===== config.mk =====
export PLATFORM = sky130hd
export DESIGN_NAME = life_grid_engine
export DESIGN_NICKNAME = d
export VERILOG_FILES = /design/src/rtl/life_grid_engine.sv
export SDC_FILE = /design/constraint.sdc
export NUM_CORES = 1
export LEC_CHECK = 0
export ABC_AREA = 1
export CORE_ASPECT_RATIO = 1.25
export CORE_MARGIN = 2
export CORE_UTILIZATION = 52
export DETAILED_ROUTE_END_ITERATION = 8
export PLACE_DENSITY = 0.71
export REMOVE_ABC_BUFFERS = 1
export SYNTH_ARGS = -nofsm -noshare
export SYNTH_HDL_FRONTEND = slang
export SYNTH_SLANG_ARGS = --single-unit

===== constraint.sdc =====
create_clock -name clk -period 4.25 [get_ports clk]
set_input_delay 0.425 -clock clk [delete_from_list [all_inputs] [get_ports clk]]
set_output_delay 0.425 -clock clk [all_outputs]
set_load 0.02 [all_outputs]

===== src/rtl/life_grid_engine.sv =====
// Game-of-Life engine: a register-held WIDTH x HEIGHT grid advanced one generation per clock,
// with row-wise load, START/DONE run control and early stop on extinction or stability.

module life_grid_engine #(
    parameter int unsigned WIDTH        = 8,
    parameter int unsigned HEIGHT       = 8,
    parameter bit          WRAP         = 1'b1,
    parameter logic [8:0]  BIRTH_MASK   = 9'b000001000,
    parameter logic [8:0]  SURVIVE_MASK = 9'b000001100,
    parameter int unsigned GEN_W        = 16
) (
    input  logic                      clk,
    input  logic                      rst,
    input  logic                      load_valid,
    input  logic [$clog2(HEIGHT)-1:0] load_row,
    input  logic [WIDTH-1:0]          load_data,
    output logic                      load_ready,
    input  logic                      start,
    input  logic [GEN_W-1:0]          gen_count,
    output logic                      busy,
    output logic                      done,
    output logic [WIDTH*HEIGHT-1:0]   grid_out,
    output logic [GEN_W-1:0]          generation,
    output logic                      extinct,
    output logic                      stable
);

    localparam int unsigned CELLS = WIDTH * HEIGHT;

    typedef enum logic [1:0] {IDLE, RUN, FINISH} state_t;

    state_t           state;
    logic [CELLS-1:0] grid;
    logic [CELLS-1:0] next_grid;
    logic [GEN_W-1:0] remaining;
    logic [GEN_W-1:0] gen_inc;
    logic             done_pend;
    logic             next_zero;
    logic             next_same;
    logic             row_ok;
    logic             last_gen;

    // Per-cell neighbour count; the H* flags mask off neighbours that fall outside a bounded grid.
    for (genvar r = 0; r < HEIGHT; r++) begin : g_row
        for (genvar c = 0; c < WIDTH; c++) begin : g_col
            localparam int unsigned RN = (32'(r) + HEIGHT - 32'd1) % HEIGHT;
            localparam int unsigned RS = (32'(r) + 32'd1) % HEIGHT;
            localparam int unsigned CW = (32'(c) + WIDTH - 32'd1) % WIDTH;
            localparam int unsigned CE = (32'(c) + 32'd1) % WIDTH;
            localparam int unsigned RC = 32'(r);
            localparam int unsigned CC = 32'(c);
            localparam bit HN = WRAP || (RC > 32'd0);
            localparam bit HS = WRAP || (RC + 32'd1 < HEIGHT);
            localparam bit HW = WRAP || (CC > 32'd0);
            localparam bit HE = WRAP || (CC + 32'd1 < WIDTH);

            logic [7:0] nb;
            logic [3:0] cnt;

            assign nb = {HN && HW && grid[RN*WIDTH + CW],
                         HN && grid[RN*WIDTH + CC],
                         HN && HE && grid[RN*WIDTH + CE],
                         HW && grid[RC*WIDTH + CW],
                         HE && grid[RC*WIDTH + CE],
                         HS && HW && grid[RS*WIDTH + CW],
                         HS && grid[RS*WIDTH + CC],
                         HS && HE && grid[RS*WIDTH + CE]};
            assign cnt = 4'($countones(nb));
            assign next_grid[RC*WIDTH + CC] = grid[RC*WIDTH + CC] ? SURVIVE_MASK[cnt] : BIRTH_MASK[cnt];
        end
    end

    assign next_zero = ~|next_grid;
    assign next_same = (next_grid == grid);
    assign row_ok    = (32'(load_row) < HEIGHT);
    assign last_gen  = (remaining == GEN_W'(1));
    assign gen_inc   = (&generation) ? generation : generation + GEN_W'(1);
    assign grid_out  = grid;
    assign extinct   = ~|grid;

    // Run-control FSM; DONE is delayed one cycle behind the FINISH entry through done_pend.
    always_ff @(posedge clk) begin
        if (rst) begin
            state      <= IDLE;
            grid       <= '0;
            remaining  <= '0;
            generation <= '0;
            stable     <= 1'b0;
            done       <= 1'b0;
            done_pend  <= 1'b0;
            busy       <= 1'b0;
            load_ready <= 1'b1;
        end else begin
            done      <= done_pend;
            done_pend <= 1'b0;
            case (state)
                IDLE, FINISH: begin
                    if (load_valid) begin
                        if (row_ok) begin
                            grid[32'(load_row)*WIDTH +: WIDTH] <= load_data;
                            generation <= '0;
                            stable     <= 1'b0;
                            state      <= IDLE;
                        end
                    end else if (start) begin
                        if (gen_count == '0) begin
                            state     <= FINISH;
                            done_pend <= 1'b1;
                        end else begin
                            remaining  <= gen_count;
                            state      <= RUN;
                            busy       <= 1'b1;
                            load_ready <= 1'b0;
                        end
                    end
                end
                RUN: begin
                    grid       <= next_grid;
                    remaining  <= remaining - GEN_W'(1);
                    generation <= gen_inc;
                    stable     <= next_same;
                    if (last_gen || next_zero || next_same) begin
                        state      <= FINISH;
                        busy       <= 1'b0;
                        load_ready <= 1'b1;
                        done_pend  <= 1'b1;
                    end
                end
                default: state <= IDLE;
            endcase
        end
    end

endmodule


==> results.toml <==
[outcome]
outcome = "finished with violations"
violations = "setup timing"

[synth]
synthCells = 2500
synth_commonest_cells = "661 x inv_1, 401 x nand2_1, 347 x ha_1"
yosysMostFrequentCell = "inv_1"
ys_warn_count = 0
synth_cell_types = 49
ys.flop_type = "dfxtp_1"
synth_top_area_share = 0.244
synthTopCellsByArea = "fa_1 24%, ha_1 23%, inv_1 13%"
synth.cell_area_um2 = 19000
yosysSeqAreaShare = 0.108
avgSynthCellArea_um2 = 7.61
synth_edf_count = 0
synth_top_area_cell = "fa_1"
ys_async_sr_fraction = 0
synth_seq_cells = 103

[sta]
max_slew.worst_pin.slew_ns = 1.07
max_freq_mhz = 229
drv_slew = 0
layout_min_cycle_time_ns = 4.37
hold_viol = 0
rsz0062_at_grt = "yes"
finalSetupViolCount = 3
tns_ns = -0.187
finalWorstSetupSlack_ns = -0.119
finalCritPeriodShare = 1.03
finClkSkew_ns = 0.00911
maxSlewHeadroom = 0.283

[critical_path]
arrival_ns = 4.68
critPathMaxFanout = 3
crit_slowest_cell = "fa_1"
critPathRequiredTime_ns = 4.56
cp-end-kind = "flop"
critical_path_depth = 20
worst_setup_path_start_kind = "flop"
reg2regPathDepth = 20
worstPathCellList = "buf_6, ha_4, ha_4, inv_2, fa_1, inv_2, fa_1, ha_2, inv_2, fa_1, nand4_1, xor2_1, buf_4, nand2_4, nor2_4, nand2_2, nor2_4, buf_6, nand4_1, a21oi_1"
slowest_delay_ns = 0.55
worst-setup-path-type = "reg2reg"
crit_buf_inv = 6
critical-path-top-delay-family = "adder cells"

[placement]
dp_hpwl_um = 65600
dpl_worst_slack_ns = -0.307
placed_cell_area_um2 = 23000
numPlacedInstances = 3375
routabilityCongestion = 1.04
port_buffers = 115

[layout]
final_cell_area_um2 = 24300
instances_no_fill = 3412
drive_gt1_frac = 0.179
area_growth_pct = 27.7
fillers = 3174
nets = 3536
fin_util = 0.671

[floorplanning]
fp.dieH_um = 218
io_pins = 116
start_util = 0.526
die-area_um2 = 38100
row_count = 78
die_w_um = 175
core_area_um2 = 36200

[clocking]
numCtsBuffers = 9
clk_latency_ns = 0.38
clockBufferDepth = 2
clkTransAtPathRegs_ns = 0.08
htree_levels = 3
cts_sinks = 103
cts-root-buf = "clkbuf_16"
cts_tree = "yes"

[route]
drt-total-wl_um = 77900
wl_met2_um = 36400
top_layer = "met4"
drtIter0Drc = 1543
drc = 0
ant_nets = 0
first_pass_iters = 6
dr_wl_met3_um = 6160
viasPerCell = 5.53
drt-met1-wl_um = 28500
vias = 18900
drt-wirelength-per-cell_um = 22.8

[global_routing]
grt_pass1_wl_um = 116000
grtUsageTotal = 0.415
grt_remaining_overflow = 0
grt_pass1_vias = 19700
grt_max_degree = 61
antenna_found_initial = 1

[hold_path]
whs_path_depth = 2
holdCritPathClass = "in2reg"

[flow_run]
max-cap-violations = 0

[pwr]
vdd_ir_drop_max_v = 0.000287
p_leak_nw = 12.4
p_per_area_nw_per_um2 = 334
report_power, final:
group / internal [W] / total (W) / switching [W]
clock network: 0.000462 / 0.000941 / 0.000479
registers: 0.00107 / 0.00120 / 0.000137
logic: 0.00235 / 0.00597 / 0.00362
per-layer routing:
layer	up-vias	GRT usage
met5	-	0
met4	0	0.292
met3	301	0.0584
met2	962	0.699
met1	8990	0.486
li1	8628	-
cell type report:
class                           count  area (um^2)  share of cell area
Multi-Input combinational cell   1695        15000               0.617
Timing Repair Buffer              446         3760               0.155
Clock inverter                      7         71.3             0.00294
Inverter                          671         2520               0.104
Antenna cell                        1         2.50            0.000103
Tap cell                          480          601              0.0247
Sequential cell                   103         2130              0.0877
Clock buffer                        9          225             0.00927
logic make-up (layout without fill, tap and decap cells):
family | Yosys count | after routing | synth area share
other | 0 | 1 | 0
adders and majority gates | 579 | 579 | 0.472
AOI/OAI and AO/OA | 262 | 262 | 0.0820
buffers and inverters | 702 | 1133 | 0.140
and+or+nand+nor | 833 | 833 | 0.188
xor gates and xnor gates | 21 | 21 | 0.00967
DFF | 103 | 103 | 0.108
flip-flops by register name (all words and copies together), names as in the netlist:
signal and count:
grid_out 64, generation 16, remaining 16, state 2, busy 1, done 1
done_pend 1, load_ready 1, stable 1
cell usage in the layout, fill, tap and decap left out, types with 16 or more instances in the layout:
cell type,count
inv_2,24
o21ai_0,73
clkdlybuf4s50_1,114
nand2_1,386
a211oi_1,19
a31oi_1,17
a21oi_1,79
nand3_1,89
a221oi_1,17
buf_4,314
nand4_1,28
nor3_1,19
ha_1,308
xor2_1,18
nand3b_1,18
nor2_1,216
dfxtp_2,16
fa_1,232
dfxtp_1,74
nor2_2,20
inv_1,646
ha_4,32
timing repair:
action                                  CTS  global route
endpoints found under the setup margin    6             6
gates cloned                              0             0
pin swaps                                 7            44
gates resized for setup                  37           151
buffers inserted                          1            21
endpoints found under the hold margin     0             0
hold buffers                              0             0
through the flow:
step	total power (W)	hold WS (ns)
4_1_cts	0.00760	0.343
3_3_place_gp	0.00646	0.418
5_1_grt	0.00872	0.368
3_5_place_dp	0.00657	0.423
2_1_floorplan	0.00420	0.388
6_report	0.00811	0.354
path summary, 6_finish.rpt:
path,to,slack (ns),start
worst max-delay path,stable$_SDFFE_PP0P_,-0.12,grid_out[41]$_SDFFE_PP0P_
worst max register to register,stable$_SDFFE_PP0P_,-0.12,grid_out[41]$_SDFFE_PP0P_
worst min-delay path,generation[15]$_SDFFE_PP0P_,0.35,rst
worst min register to register,done$_SDFF_PP0_,0.43,done_pend$_SDFF_PP0_
Power figures use the tool's default switching activity.
